File: src/rtl/sound_pkg.sv
// Shared types, source indices and the melody ROM contents for the foosball
// sound arbiter.
package sound_pkg;

    localparam int NUM_SRC = 3;

    typedef enum logic [1:0] {
        S_IDLE,
        S_LOAD,
        S_PLAY,
        S_LOCKED
    } state_t;

    localparam logic [1:0] SRC_END  = 2'd0;
    localparam logic [1:0] SRC_GOAL = 2'd1;
    localparam logic [1:0] SRC_KICK = 2'd2;

    typedef struct packed {
        logic [3:0] freq;
        logic [1:0] dur;
        logic       last;
    } note_t;

    localparam logic [4:0] ADDR_VICTORY = 5'd0;
    localparam logic [4:0] ADDR_LOSS    = 5'd6;
    localparam logic [4:0] ADDR_DRAW    = 5'd9;
    localparam logic [4:0] ADDR_GOAL    = 5'd13;
    localparam logic [4:0] ADDR_KICK    = 5'd16;

    function automatic note_t mk_note(input logic [3:0] f, input logic [1:0] d, input logic l);
        note_t n;
        n.freq = f;
        n.dur  = d;
        n.last = l;
        return n;
    endfunction

    localparam note_t NOTE_NONE = '0;

    // dur is beats-1; last marks the final note of each melody
    localparam note_t MELODY_ROM [32] = '{
        mk_note(4'd9, 2'd0, 1'b0), mk_note(4'd2, 2'd0, 1'b0), mk_note(4'd6, 2'd0, 1'b0),
        mk_note(4'd9, 2'd0, 1'b0), mk_note(4'd6, 2'd0, 1'b0), mk_note(4'd2, 2'd0, 1'b1),
        mk_note(4'd5, 2'd1, 1'b0), mk_note(4'd6, 2'd1, 1'b0), mk_note(4'd7, 2'd1, 1'b1),
        mk_note(4'd0, 2'd0, 1'b0), mk_note(4'd5, 2'd0, 1'b0), mk_note(4'd10, 2'd0, 1'b0),
        mk_note(4'd0, 2'd0, 1'b1),
        mk_note(4'd7, 2'd0, 1'b0), mk_note(4'd11, 2'd0, 1'b0), mk_note(4'd7, 2'd0, 1'b1),
        mk_note(4'd11, 2'd0, 1'b1),
        NOTE_NONE, NOTE_NONE, NOTE_NONE, NOTE_NONE, NOTE_NONE,
        NOTE_NONE, NOTE_NONE, NOTE_NONE, NOTE_NONE, NOTE_NONE,
        NOTE_NONE, NOTE_NONE, NOTE_NONE, NOTE_NONE, NOTE_NONE
    };

    function automatic logic [1:0] lowest_idx(input logic [NUM_SRC-1:0] v);
        if (v[0])      return 2'd0;
        else if (v[1]) return 2'd1;
        else           return 2'd2;
    endfunction

    function automatic logic [4:0] start_addr(input logic [1:0] src, input logic [1:0] sel);
        case (src)
            SRC_GOAL: return ADDR_GOAL;
            SRC_KICK: return ADDR_KICK;
            default: begin
                case (sel)
                    2'd0:    return ADDR_VICTORY;
                    2'd1:    return ADDR_LOSS;
                    default: return ADDR_DRAW;
                endcase
            end
        endcase
    endfunction

endpackage

File: src/rtl/melody_rom.sv
// Constant melody table; combinational lookup, sampled by the arbiter in LOAD.
module melody_rom
    import sound_pkg::*;
(
    input  logic [4:0] addr,
    output note_t      entry
);

    assign entry = MELODY_ROM[addr];

endmodule

File: src/rtl/sound_arbiter.sv
// Fixed-priority, preemptive arbiter that plays one ROM melody at a time on
// the shared tone generator, stepping notes on the game beat pulse.
module sound_arbiter
    import sound_pkg::*;
(
    input  logic         clk,
    input  logic         resetN,
    input  logic         beat,
    input  logic [2:0]   req,
    input  logic [1:0]   end_sel,
    output logic [3:0]   frequency,
    output logic         enable,
    output logic [2:0]   grant,
    output logic         done,
    output logic         locked
);

    state_t             state_reg, state_next;
    logic [NUM_SRC-1:0] pend_reg, pend_next;
    logic [1:0]         sel_reg, sel_next;
    logic [1:0]         cur_reg, cur_next;
    logic [4:0]         addr_reg, addr_next;
    logic [1:0]         dur_reg, dur_next;
    logic               last_reg, last_next;
    logic [1:0]         cnt_reg, cnt_next;
    logic [3:0]         frequency_reg, frequency_next;
    logic               enable_reg, enable_next;
    logic [2:0]         grant_reg, grant_next;
    logic               done_reg, done_next;
    logic               locked_reg, locked_next;

    note_t              rom_entry;
    logic [NUM_SRC-1:0] eff;
    logic [NUM_SRC-1:0] higher;
    logic [NUM_SRC-1:0] hi;
    logic [1:0]         sel_eff;

    melody_rom u_rom (
        .addr  (addr_reg),
        .entry (rom_entry)
    );

    // A fresh request is visible to arbitration in the same cycle it arrives
    assign eff     = pend_reg | req;
    assign sel_eff = req[0] ? end_sel : sel_reg;
    assign hi      = eff & higher;

    always_comb begin
        case (cur_reg)
            2'd0:    higher = 3'b000;
            2'd1:    higher = 3'b001;
            default: higher = 3'b011;
        endcase
    end

    always_comb begin
        state_next     = state_reg;
        pend_next      = eff;
        sel_next       = sel_eff;
        cur_next       = cur_reg;
        addr_next      = addr_reg;
        dur_next       = dur_reg;
        last_next      = last_reg;
        cnt_next       = cnt_reg;
        frequency_next = frequency_reg;
        done_next      = 1'b0;

        case (state_reg)
            S_IDLE: begin
                if (|eff) begin
                    cur_next            = lowest_idx(eff);
                    addr_next           = start_addr(lowest_idx(eff), sel_eff);
                    pend_next[cur_next] = 1'b0;
                    state_next          = S_LOAD;
                end
            end
            S_LOAD: begin
                frequency_next = rom_entry.freq;
                dur_next       = rom_entry.dur;
                last_next      = rom_entry.last;
                cnt_next       = 2'd0;
                state_next     = S_PLAY;
            end
            S_PLAY: begin
                if (beat) begin
                    if (cnt_reg == dur_reg) begin
                        if (!last_reg) begin
                            addr_next  = addr_reg + 5'd1;
                            state_next = S_LOAD;
                        end else begin
                            done_next  = 1'b1;
                            state_next = (cur_reg == SRC_END) ? S_LOCKED : S_IDLE;
                        end
                    end else begin
                        cnt_next = cnt_reg + 2'd1;
                    end
                end
            end
            default: begin
                pend_next = '0;
            end
        endcase

        // A higher-priority pending source drops the current melody silently
        if ((state_reg == S_LOAD || state_reg == S_PLAY) && |hi) begin
            cur_next            = lowest_idx(hi);
            addr_next           = start_addr(lowest_idx(hi), sel_eff);
            pend_next[cur_next] = 1'b0;
            frequency_next      = frequency_reg;
            done_next           = 1'b0;
            state_next          = S_LOAD;
        end
    end

    always_comb begin
        enable_next = (state_next == S_PLAY) || (state_next == S_LOAD && enable_reg);
        grant_next  = '0;
        if ((state_reg == S_LOAD || state_reg == S_PLAY) &&
            (state_next == S_LOAD || state_next == S_PLAY))
            grant_next = 3'b001 << cur_reg;
        locked_next = (state_next == S_LOCKED);
    end

    always_ff @(posedge clk or negedge resetN) begin
        if (!resetN) begin
            state_reg     <= S_IDLE;
            pend_reg      <= '0;
            sel_reg       <= '0;
            cur_reg       <= '0;
            addr_reg      <= '0;
            dur_reg       <= '0;
            last_reg      <= 1'b0;
            cnt_reg       <= '0;
            frequency_reg <= '0;
            enable_reg    <= 1'b0;
            grant_reg     <= '0;
            done_reg      <= 1'b0;
            locked_reg    <= 1'b0;
        end else begin
            state_reg     <= state_next;
            pend_reg      <= pend_next;
            sel_reg       <= sel_next;
            cur_reg       <= cur_next;
            addr_reg      <= addr_next;
            dur_reg       <= dur_next;
            last_reg      <= last_next;
            cnt_reg       <= cnt_next;
            frequency_reg <= frequency_next;
            enable_reg    <= enable_next;
            grant_reg     <= grant_next;
            done_reg      <= done_next;
            locked_reg    <= locked_next;
        end
    end

    assign frequency = frequency_reg;
    assign enable    = enable_reg;
    assign grant     = grant_reg;
    assign done      = done_reg;
    assign locked    = locked_reg;

endmodule

File: config.mk
export PLATFORM = sky130hd
export DESIGN_NAME = sound_arbiter
export DESIGN_NICKNAME = d
export VERILOG_FILES = /design/src/rtl/sound_pkg.sv /design/src/rtl/melody_rom.sv /design/src/rtl/sound_arbiter.sv
export SDC_FILE = /design/constraint.sdc
export NUM_CORES = 1
export LEC_CHECK = 0
export BUFFER_PORTS_ARGS = -buffer_cell sky130_fd_sc_hd__buf_2
export CAP_MARGIN = 20
export CORE_MARGIN = 2
export CORE_UTILIZATION = 40
export DETAILED_ROUTE_END_ITERATION = 12
export SYNTH_ARGS = -nofsm -noshare
export SYNTH_HDL_FRONTEND = slang
export SYNTH_SLANG_ARGS = --single-unit
export TNS_END_PERCENT = 20
File: constraint.sdc
create_clock -name clk -period 2.5 [get_ports clk]
set_input_delay 0.375 -clock clk [delete_from_list [all_inputs] [get_ports clk]]
set_output_delay 0.375 -clock clk [all_outputs]
set_load 0.02 [all_outputs]
==> results.cfg <==
[clocking]
root_buffer = clkbuf_8
cts_sinks = 28
clk_latency_ns = 0.27
cts.path.max_buffers = 2
clkTransAtPathRegs_ns = 0.09
cts_inserted_buffers = 3
h-tree-depth = 1
cts_tree = done

[timing]
fmax_ghz = 0.425
setup_violations = 0
post-route-period-util_pct = 94.2
whs_ns = 0.112
fin_ws_ns = 0.145
tns_ns = 0
rsz0062_at_grt = no
hold_violations = 0
slew_headroom_pct = 58.4
fin_crit_ns = 2.35
maxSlewViolCount = 0
skew_ns = 0.00180
worstMarginPinSlew_ns = 0.625

[worst_setup_path]
crit_chain = or4_4 -> nor3_1 -> a21oi_1 -> o32ai_1 -> nand2_1 -> ha_1 -> nand2b_1 -> nor3b_1
setup.worst_path.class = flop to flop
crit_path_max_fanout = 5
r2r_start = pend_reg[0]$_DFF_PN0_
start_kind = flop
path_depth = 8
crit_arrival_ns = 2.54
end_kind = flop
critPathTopFamily = simple AND/OR/NAND/NOR gates
r2r_slack_ns = 0.15
cpPeakStageDelay_ns = 0.58
worst_r2r_endpoint = grant[1]$_DFF_PN0_
slowest_stage = or4_4
path_buf_inv = 0
rr_worst_depth = 8
critical_path_required_ns = 2.69

[route]
wl_microns = 3420
viasPerCell = 5.26
wl_per_cell_microns = 13.1
drtIter0Drc = 50
final_antenna_net_count = 0
first_pass_iters = 4
drc = 0
vias = 1374

[placed_design]
place_congestion = 0.801
post-place-ws_ns = 0.0685
hpwlAfterDp_microns = 2580
placement.io_buffers = 17

[cells_and_area]
nets = 233
largest_reg_flops = 5
area_delta_synth_final_pct = 11.5
diodes = 0
drive_above_1_share_pct = 15.8

[pwr]
p_leak_nw = 0.909
totalPowerFinal_w = 0.00253
powerDensity_nw_per_um2 = 1300
peakVddDrop_mv = 0.520

[global_routing]
grt_max_degree = 29
grt-busiest-layer = met1
track_usage_pct = 15.1
met2_usage_pct = 21.5
grt_pass1_vias = 1300
use_met1_pct = 22.8
met3_usage_pct = 2.31
grt_first_pass_wirelength_microns = 6050
antenna_found_initial = 0
grt-ovfl-total = 0

[yosys]
synth_area_sq_um = 1740
synth.top_cell.area_share_pct = 40.2
synth_top_cell_by_area = dfrtp_1
ys_seq_area_share_pct = 40.2
yosysUniqueCellTypes = 39
yosys_warnings = 0
ys_ff_latch = 28
synthTopCellsByArea = dfrtp_1 40%, ha_1 10%, o21ai_0 4.9%
syn_inst = 193
avgSynthCellArea_sq_um = 9.04
syn-num-nets = 215

[worst_hold_path]
hold_class = primary input to async pin

[floorplan]
die_h_microns = 70.0
io_pins = 18
initial_core_util_pct = 40.9
coreArea_sq_um = 4260
die_w_microns = 70.0
dieArea_sq_um = 4900
num_rows = 24

[flow_run]
drv_cap = 0

[run_status]
outcome = finished clean
-- synth_stat cells, drive strengths merged --
master	instances
mux2i	3
nand4	1
o21a	3
a32o	2
o21ai	18
nand2	20
or3	1
nand3	6
nor4b	1
dfrtp	28
o31ai	2
inv	10
a21oi	11
and2	1
nor2b	5
o32ai	1
a211oi	3
a22o	2
a2111oi	1
buf	1
o22ai	3
or4	1
nor3b	3
o2111ai	1
a21o	2
a31oi	2
a41oi	2
nor2	18
xnor2	3
nor3	7
a221oi	1
ha	14
o211ai	1
xor2	1
mux2	4
nand2b	2
and3b	1
clkbuf	7
-- per-stage QoR --
| stage | std cells | area [sq um] | util, % |
|---|---|---|---|
| finish | 261 | 1940 | 45.6 |
| global route | 261 | 1940 | 45.6 |
| CTS | 261 | 1930 | 45.4 |
| detailed placement | 258 | 1890 | 44.4 |
| global placement | 258 | 1890 | 44.4 |
| floorplan | 193 | 1740 | - |
-- placed cells by master, fill, tap and decap left out, types with 2 or more instances in the layout --
master / count
nor3_1: 7
mux2_2: 4
a31oi_1: 2
a41oi_1: 2
o31ai_1: 2
a21oi_1: 11
ha_1: 14
a22o_1: 2
dfrtp_1: 28
nor3b_1: 3
xnor2_1: 2
nor2_1: 18
mux2i_1: 3
clkbuf_8: 3
buf_2: 17
nand2b_1: 2
a21o_1: 2
a211oi_1: 3
inv_1: 10
nand2_1: 20
nor2b_1: 4
nand3_1: 6
o21ai_0: 17
o21a_1: 3
a32o_1: 2
o22ai_1: 3
buf_4: 4
-- worst max path at each step --
| stage | startpoint | endpoint | slack (ns) |
|---|---|---|---|
| 6_report | pend_reg[0]$_DFF_PN0_ | grant[1]$_DFF_PN0_ | 0.15 |
| 5_1_grt | pend_reg[0]$_DFF_PN0_ | grant[1]$_DFF_PN0_ | 0.03 |
| 4_1_cts | cnt_reg[0]$_DFFE_PN0P_ | grant[1]$_DFF_PN0_ | 0.12 |
| 3_5_place_dp | req[0] | grant[1]$_DFF_PN0_ | 0.07 |
| 3_3_place_gp | req[0] | grant[1]$_DFF_PN0_ | 0.14 |
| 2_1_floorplan | pend_reg[0]$_DFF_PN0_ | grant[1]$_DFF_PN0_ | 0.26 |
-- per-layer routing --
metal,up-vias,part of all wire (%)
met5,-,0
met4,0,1.5
met3,4,2.7
met2,20,43
met1,625,52
li1,725,-
-- kinds of logic after synthesis --
| kind of cell | Yosys count | synth area share (%) |
|---|---|---|
| AOI/OAI and AO/OA | 55 | 20.2 |
| xor gates and xnor gates | 4 | 2.01 |
| adders and majority gates | 14 | 10.0 |
| DFF | 28 | 40.2 |
| and+or+nand+nor | 67 | 19.3 |
| buffers and inverters | 18 | 3.95 |
| muxes | 7 | 4.30 |
-- timing repair --
action,in CTS,in global routing
buffers inserted,0,0
resized for setup,0,2
hold buffers,0,0
setup endpoints to repair,0,3
-- power breakdown --
part | internal (W) | total [W] | switching [W]
clock | 0.000108 | 0.000240 | 0.000132
sequential | 0.000626 | 0.000837 | 0.000211
combinational | 0.000618 | 0.00145 | 0.000833
-- final cells by class --
class / instances / area [sq um]
inverters: 10 / 37.5
multi-input cells: 147 / 985
flip-flops and latches: 28 / 701
well taps: 52 / 65.1
repair buffers: 21 / 115
fillers: 442 / 2320
clock buffers: 3 / 41.3
(Power assumes the default switching activity.)
